<file path="src/rtl/tcnt_apb_pkg.sv">
// Shared APB types, LFSR constants and the LFSR step function.
package tcnt_apb_pkg;

    typedef enum logic {READ = 1'b0, WRITE = 1'b1} xact_type_e;
    typedef enum logic {ZERO = 1'b0, RANDOM = 1'b1} read_default_value_e;
    typedef enum logic {NORMAL = 1'b0, PRIVILEGED = 1'b1} pprot0_enum;
    typedef enum logic {SECURE = 1'b0, NON_SECURE = 1'b1} pprot1_enum;
    typedef enum logic {DATA = 1'b0, INSTRUCTION = 1'b1} pprot2_enum;

    typedef enum logic {IDLE = 1'b0, ACCESS = 1'b1} apb_slv_state_e;

    localparam logic [31:0] LFSR_SEED = 32'hACE1_2468;
    // x^32 + x^22 + x^2 + x + 1, right-shifting Galois mask
    localparam logic [31:0] LFSR_TAPS = 32'h8020_0003;

    function automatic logic [31:0] lfsr_next(input logic [31:0] s);
        return s[0] ? ((s >> 1) ^ LFSR_TAPS) : (s >> 1);
    endfunction

endpackage

</file>
<file path="src/rtl/tcnt_apb_lfsr.sv">
// 32-bit Galois LFSR; steps once per cycle while adv is high.
module tcnt_apb_lfsr
    import tcnt_apb_pkg::*;
(
    input  logic        pclk,
    input  logic        presetn,
    input  logic        adv,
    output logic [31:0] value
);

    logic [31:0] lfsr_q, lfsr_d;

    // next state: step only when asked
    always_comb begin
        lfsr_d = lfsr_q;
        if (adv) lfsr_d = lfsr_next(lfsr_q);
    end

    // state register, reset to the seed
    always_ff @(posedge pclk or negedge presetn) begin
        if (!presetn) lfsr_q <= LFSR_SEED;
        else          lfsr_q <= lfsr_d;
    end

    assign value = lfsr_q;

endmodule

</file>
<file path="src/rtl/tcnt_apb_slave_mem.sv">
// APB completer backed by a word memory, with wait states, byte strobes,
// a secure upper half and a ZERO/RANDOM default for unwritten words.
module tcnt_apb_slave_mem
    import tcnt_apb_pkg::*;
#(
    parameter int                  ADDR_WIDTH   = 16,
    parameter int                  DATA_WIDTH   = 32,
    parameter int                  DEPTH        = 64,
    parameter read_default_value_e READ_DEFAULT = ZERO
)(
    input  logic                    pclk,
    input  logic                    presetn,
    input  logic                    psel,
    input  logic                    penable,
    input  logic                    pwrite,
    input  logic [ADDR_WIDTH-1:0]   paddr,
    input  logic [DATA_WIDTH-1:0]   pwdata,
    input  logic [DATA_WIDTH/8-1:0] pstrb,
    input  logic [2:0]              pprot,
    input  logic [3:0]              cfg_wait,
    output logic [DATA_WIDTH-1:0]   prdata,
    output logic                    pready,
    output logic                    pslverr,
    output logic                    proto_err
);

    localparam int NB    = DATA_WIDTH / 8;
    localparam int SHIFT = $clog2(NB);
    localparam int MAW   = $clog2(DEPTH);

    apb_slv_state_e        state_q, state_d;
    logic [3:0]            wcnt_q, wcnt_d;
    logic [MAW-1:0]        midx_q, midx_d;
    logic                  pwrite_q, pwrite_d;
    logic                  err_q, err_d;
    logic                  proto_err_q, proto_err_d;
    logic [DATA_WIDTH-1:0] wdata_q, wdata_d;
    logic [NB-1:0]         pstrb_q, pstrb_d;
    logic [DEPTH-1:0]      wr_flag_q, wr_flag_d;
    logic [DATA_WIDTH-1:0] mem_q [DEPTH];

    logic [32:0]           idx;
    logic                  complete, mem_we, lfsr_adv;
    logic [DATA_WIDTH-1:0] merged, rd_word;
    logic [31:0]           lfsr_val;

    // FSM next state; request fields are captured on the setup cycle only
    always_comb begin
        state_d     = state_q;
        wcnt_d      = wcnt_q;
        midx_d      = midx_q;
        pwrite_d    = pwrite_q;
        err_d       = err_q;
        wdata_d     = wdata_q;
        pstrb_d     = pstrb_q;
        proto_err_d = 1'b0;
        idx         = 33'(paddr) >> SHIFT;
        case (state_q)
            IDLE: begin
                if (penable) begin
                    proto_err_d = 1'b1;
                end else if (psel) begin
                    state_d  = ACCESS;
                    wcnt_d   = cfg_wait;
                    midx_d   = idx[MAW-1:0];
                    pwrite_d = pwrite;
                    wdata_d  = pwdata;
                    pstrb_d  = pstrb;
                    // out of range, or non-secure access to the upper half
                    err_d    = (idx >= 33'(DEPTH)) ||
                               ((idx >= 33'(DEPTH / 2)) && (pprot[1] == NON_SECURE));
                end
            end
            ACCESS: begin
                if (psel && penable) begin
                    if (wcnt_q != 4'd0) wcnt_d  = wcnt_q - 4'd1;
                    else                state_d = IDLE;
                end else begin
                    // master left the access phase early: abort without commit
                    state_d     = IDLE;
                    wcnt_d      = 4'd0;
                    proto_err_d = 1'b1;
                end
            end
            default: state_d = IDLE;
        endcase
    end

    // FSM and request registers
    always_ff @(posedge pclk or negedge presetn) begin
        if (!presetn) begin
            state_q     <= IDLE;
            wcnt_q      <= 4'd0;
            midx_q      <= '0;
            pwrite_q    <= 1'b0;
            err_q       <= 1'b0;
            wdata_q     <= '0;
            pstrb_q     <= '0;
            proto_err_q <= 1'b0;
        end else begin
            state_q     <= state_d;
            wcnt_q      <= wcnt_d;
            midx_q      <= midx_d;
            pwrite_q    <= pwrite_d;
            err_q       <= err_d;
            wdata_q     <= wdata_d;
            pstrb_q     <= pstrb_d;
            proto_err_q <= proto_err_d;
        end
    end

    assign complete = (state_q == ACCESS) && psel && penable && (wcnt_q == 4'd0);
    assign mem_we   = complete && pwrite_q && !err_q;
    assign lfsr_adv = complete && !pwrite_q && !err_q && !wr_flag_q[midx_q] &&
                      (READ_DEFAULT == RANDOM);

    // byte-lane merge of latched write data over the stored word
    always_comb begin
        merged = mem_q[midx_q];
        for (int i = 0; i < NB; i++) begin
            if (pstrb_q[i]) merged[i*8 +: 8] = wdata_q[i*8 +: 8];
        end
    end

    // written flags: an all-zero strobe does not count as a write
    always_comb begin
        wr_flag_d = wr_flag_q;
        if (mem_we && (pstrb_q != '0)) wr_flag_d[midx_q] = 1'b1;
    end

    // written flags reset; memory contents do not
    always_ff @(posedge pclk or negedge presetn) begin
        if (!presetn) wr_flag_q <= '0;
        else          wr_flag_q <= wr_flag_d;
    end

    // memory array, committed at the end of the pready cycle
    always_ff @(posedge pclk) begin
        if (mem_we) mem_q[midx_q] <= merged;
    end

    tcnt_apb_lfsr u_lfsr (
        .pclk    (pclk),
        .presetn (presetn),
        .adv     (lfsr_adv),
        .value   (lfsr_val)
    );

    // read data from stored word or the default source
    always_comb begin
        rd_word = '0;
        if (wr_flag_q[midx_q])           rd_word = mem_q[midx_q];
        else if (READ_DEFAULT == RANDOM) rd_word = lfsr_val[DATA_WIDTH-1:0];
    end

    // outputs depend only on registered state
    assign pready    = (state_q == ACCESS) && (wcnt_q == 4'd0);
    assign pslverr   = pready && err_q;
    assign prdata    = (pready && !err_q && !pwrite_q) ? rd_word : '0;
    assign proto_err = proto_err_q;

endmodule

</file>
<file path="config.mk">
export PLATFORM = sky130hd
export DESIGN_NAME = tcnt_apb_slave_mem
export DESIGN_NICKNAME = d
export VERILOG_FILES = /design/src/rtl/tcnt_apb_pkg.sv /design/src/rtl/tcnt_apb_lfsr.sv /design/src/rtl/tcnt_apb_slave_mem.sv
export SDC_FILE = /design/constraint.sdc
export NUM_CORES = 2
export LEC_CHECK = 0
export ABC_AREA = 1
export BUFFER_PORTS_ARGS = -buffer_cell sky130_fd_sc_hd__buf_2
export CAP_MARGIN = 10
export CELL_PAD_IN_SITES_DETAIL_PLACEMENT = 1
export CELL_PAD_IN_SITES_GLOBAL_PLACEMENT = 1
export CORE_ASPECT_RATIO = 1.5
export CORE_UTILIZATION = 54
export DETAILED_ROUTE_END_ITERATION = 10
export PLACE_DENSITY = 0.87
export REMOVE_ABC_BUFFERS = 1
export SLEW_MARGIN = 20
export SYNTH_ARGS = -nofsm -noshare
export SYNTH_HDL_FRONTEND = slang
export SYNTH_HIERARCHICAL = 1
export SYNTH_SLANG_ARGS = --single-unit
</file>
<file path="constraint.sdc">
create_clock -name pclk -period 6.85 [get_ports pclk]
set_clock_uncertainty 0.1 [all_clocks]
set_input_delay 1.37 -clock pclk [delete_from_list [all_inputs] [get_ports pclk]]
set_output_delay 1.37 -clock pclk [all_outputs]
set_load 0.05 [all_outputs]
</file>
==> run_results.csv <==
group,metric,value,unit
logic_synthesis,ys_types,34,
logic_synthesis,netlist_area,0.0922,mm2
timing,setup-tns-final,0,ns
detailed_routing,detailedRoute.firstPassIterationCount,6,
critical_path,cpPeakStageDelay,0.91,ns
hold_path,min-delay-path-class,"flip-flop to flip-flop",
global_routing,track_usage,36.3,%
critical_path,endpoint_kind,"primary output",
timing,timing.final.crit_period,6.60,ns
finish,multi_input_comb_area,0.0255,mm2
finish,final_net_count,9180,
clock_tree,number_of_buffers_between_clock_root_and_the_deepest_sink,3,
timing,timing.fmax,0.152,GHz
clock_tree,cts-root-buf,"clkbuf_16",
logic_synthesis,post-synth-top-area-fraction,66.7,%
job,max_cap_violations,0,
logic_synthesis,yosys_warnings,6,
critical_path,critical_path.max_fanout,181,
critical_path,path_cells,"buf_12 -> nand2_1 -> nand2_1 -> nand2_1 -> nand2_1 -> nand2_1 -> nand2_1 -> nand2_1 -> nand2_1 -> nor2_1 -> nand2_1 -> nand2_1 -> buf_4 -> nor2_1 -> buf_2",
critical_path,timing.critical_path.slowest_stage_cell,"dfrtp_4",
global_routing,antenna_found_initial,16,
die,die_area,0.172,mm2
logic_synthesis,ys_seq_area_share,69.8,%
clock_tree,cts_tree,"built",
global_routing,number_of_global_route_vias_before_repair,75000,
die,rows,185,
power_and_ir_drop,ir_drop,241,uV
die,die-width,339,um
global_routing,pin_count_of_the_biggest_net_entering_global_routing,197,
clock_tree,cts_buffer_count,191,
timing,worst-slew-pin-transition,1.15,ns
detailed_routing,drcViolationCount,0,
timing,finalSetupViolCount,0,
placed_design,place.detailed.instances,11200,
timing,finalHoldWorstSlack,0.369,ns
finish,ff_latch_area,0.0644,mm2
clock_tree,post_cts.resized_instances,0,
global_routing,grt_pass1_wl,463000,um
placed_design,count_of_port_buffers_added_during_placement,94,
detailed_routing,drt_first_iter_violations,7624,
logic_synthesis,postSynthRegisterBits,2162,
critical_path,crit_type,"flip-flop to primary output",
timing,grt_setup_unrepaired,"false",
die,core_area,0.169,mm2
power_and_ir_drop,p_leak,42.7,nW
critical_path,worst-endpoint-required,5.38,ns
timing,drv_slew,0,
detailed_routing,post_drt_via_cell_ratio,6.01,
logic_synthesis,edff_count_synth,2048,
clock_tree,clock_sink_count,2162,
finish,instances_no_fill,11500,
finish,fillerInstances,18100,
clock_tree,clk_pin_slew,0.07,ns
global_routing,global_route.overflow_total,0,
clock_tree,level_count_of_the_clock_h_tree,4,
critical_path,depth_of_the_worst_register_to_register_path,14,
clock_tree,source_to_sink_clock_delay_at_the_later_pin_of_the_worst_skew_pair,0.87,ns
timing,final_critical_path_setup_slack,0.250,ns
timing,final.period_utilization,96.3,%
placed_design,dp_hpwl,177000,um
detailed_routing,detail_route.wl_per_cell,27.2,um
placed_design,preCtsSetupSlack,1.40,ns
critical_path,cp_dominant_cell_by_count,"nand2_1",
detailed_routing,antenna_left,0,
finish,p_r_area_growth_vs_syn,9.55,%
logic_synthesis,post-synth-top-count-cell,"nand2_1",
logic_synthesis,post_synth_most_frequent_cells,"6048 x nand2_1, 2048 x edfxtp_1, 203 x nor2_1",
hold_path,hold_path_depth,2,
outcome,outcome,"finished, final reports clean",
die,die_y,508,um
logic_synthesis,synth_area_leader_cell,"edfxtp_1",
clock_tree,cts_hold_buf,0,
detailed_routing,vias,69300,
clock_tree,post-cts-setup-buffer-count,0,
timing,hold_viol,0,
logic_synthesis,syn_area_per_cell,10.1,um2
placed_design,gp_routability_congestion,0.826,
logic_synthesis,postSynth.asyncResetShare,5.27,%
critical_path,cp.arrival,5.13,ns
power_and_ir_drop,power.density_cell_area,331,mW/mm2
finish,fraction_of_layout_cells_with_a_size_suffix_above_1,7.12,%
logic_synthesis,postSynth.topFlopCell,"edfxtp_1",
critical_path,critical_path.startpoint_type,"flip-flop",
detailed_routing,wl,314000,um
timing,slew_headroom,23.0,%
logic_synthesis,ys_top_cells_by_area,"edfxtp_1 67%, nand2_1 25%, dfrtp_1 3.1%",
logic_synthesis,synth_cells,9135,
die,top_level_ports,99,
die,start_util,54.4,%
[layout make-up]
type,instances,area share [%]
antenna,6,0.0149
sequential,2162,63.8
tap,2244,2.78
timing repair buffer,249,1.91
inverter,79,0.325
clock buffer,253,5.15
clock inverter,97,0.853
multi-input combinational,6431,25.2
[metrics by stage]
stage	util [%]	power (mW)	cell area, um2
after floorplan	-	20.9	89400
after global placement	56.0	21.9	94800
after detailed placement	56.0	22.4	94800
after CTS	59.5	33.2	101000
after global routing	59.6	34.1	101000
final	59.6	33.4	101000
[sequential cells by signal, indices dropped and copies added (netlist names)]
name and count:
state_q 1, wdata_q 32, mem_q 2048, wr_flag_q 64, wcnt_q 4, midx_q 6, pstrb_q 4, proto_err 1
err_q 1, pwrite_q 1
[worst paths after layout]
| path | start | end | slack, ns |
|---|---|---|---|
| max | midx_q[0] | prdata[6] | 0.25 |
| min | wr_flag_q[52] | wr_flag_q[52] | 0.37 |
| max reg2reg | midx_q[0] | mem_q[32][22] | 1.46 |
| min reg2reg | wr_flag_q[52] | wr_flag_q[52] | 0.37 |
| max in group asynchronous | presetn | wdata_q[7] | 4.68 |
| min in group asynchronous | presetn | wdata_q[5] | 0.55 |
[layout by cell type, fill, tap and decap left out, drive strengths merged, types with 41 or more instances in the layout]
| master | count |
|---|---|
| edfxtp | 2048 |
| dfrtp | 114 |
| o21bai | 45 |
| clkbuf | 253 |
| buf | 249 |
| clkinv | 77 |
| nor2 | 203 |
| nand2 | 6048 |
| inv | 78 |
| o21ai | 41 |
[cell families after synthesis]
| logic type | after synthesis | synth area share [%] |
|---|---|---|
| simple gates | 6277 | 25.6 |
| flops | 2162 | 69.8 |
| buf+inv | 542 | 3.28 |
| compound gates | 118 | 0.820 |
| mux | 33 | 0.403 |
| fa+ha+maj | 2 | 0.0271 |
| xor+xnor | 1 | 0.00950 |
[worst max-delay path: cells and delay by family (launching register included)]
kind	cells	cell delay (ns)
buffers and inverters	3	1.36
and+or+nand+nor	12	1.79
DFF	1	0.91
[power breakdown]
group	switching [mW]	internal [mW]	leakage (nW)	total, mW
Combinational	5.46	1.27	19.8	6.73
Clock	4.93	5.89	2.96	10.8
Sequential	0.121	15.7	19.9	15.8
Total	10.5	22.9	42.7	33.4
[per-layer routing]
layer	up-vias	wire, um	GRT usage (%)
met5	-	94	0
met3	1282	30500	8.04
li1	29300	-	-
met2	4217	156000	62.0
met4	14	20400	22.2
met1	34400	107000	41.5
No activity file was read; power rests on OpenSTA's default activity.
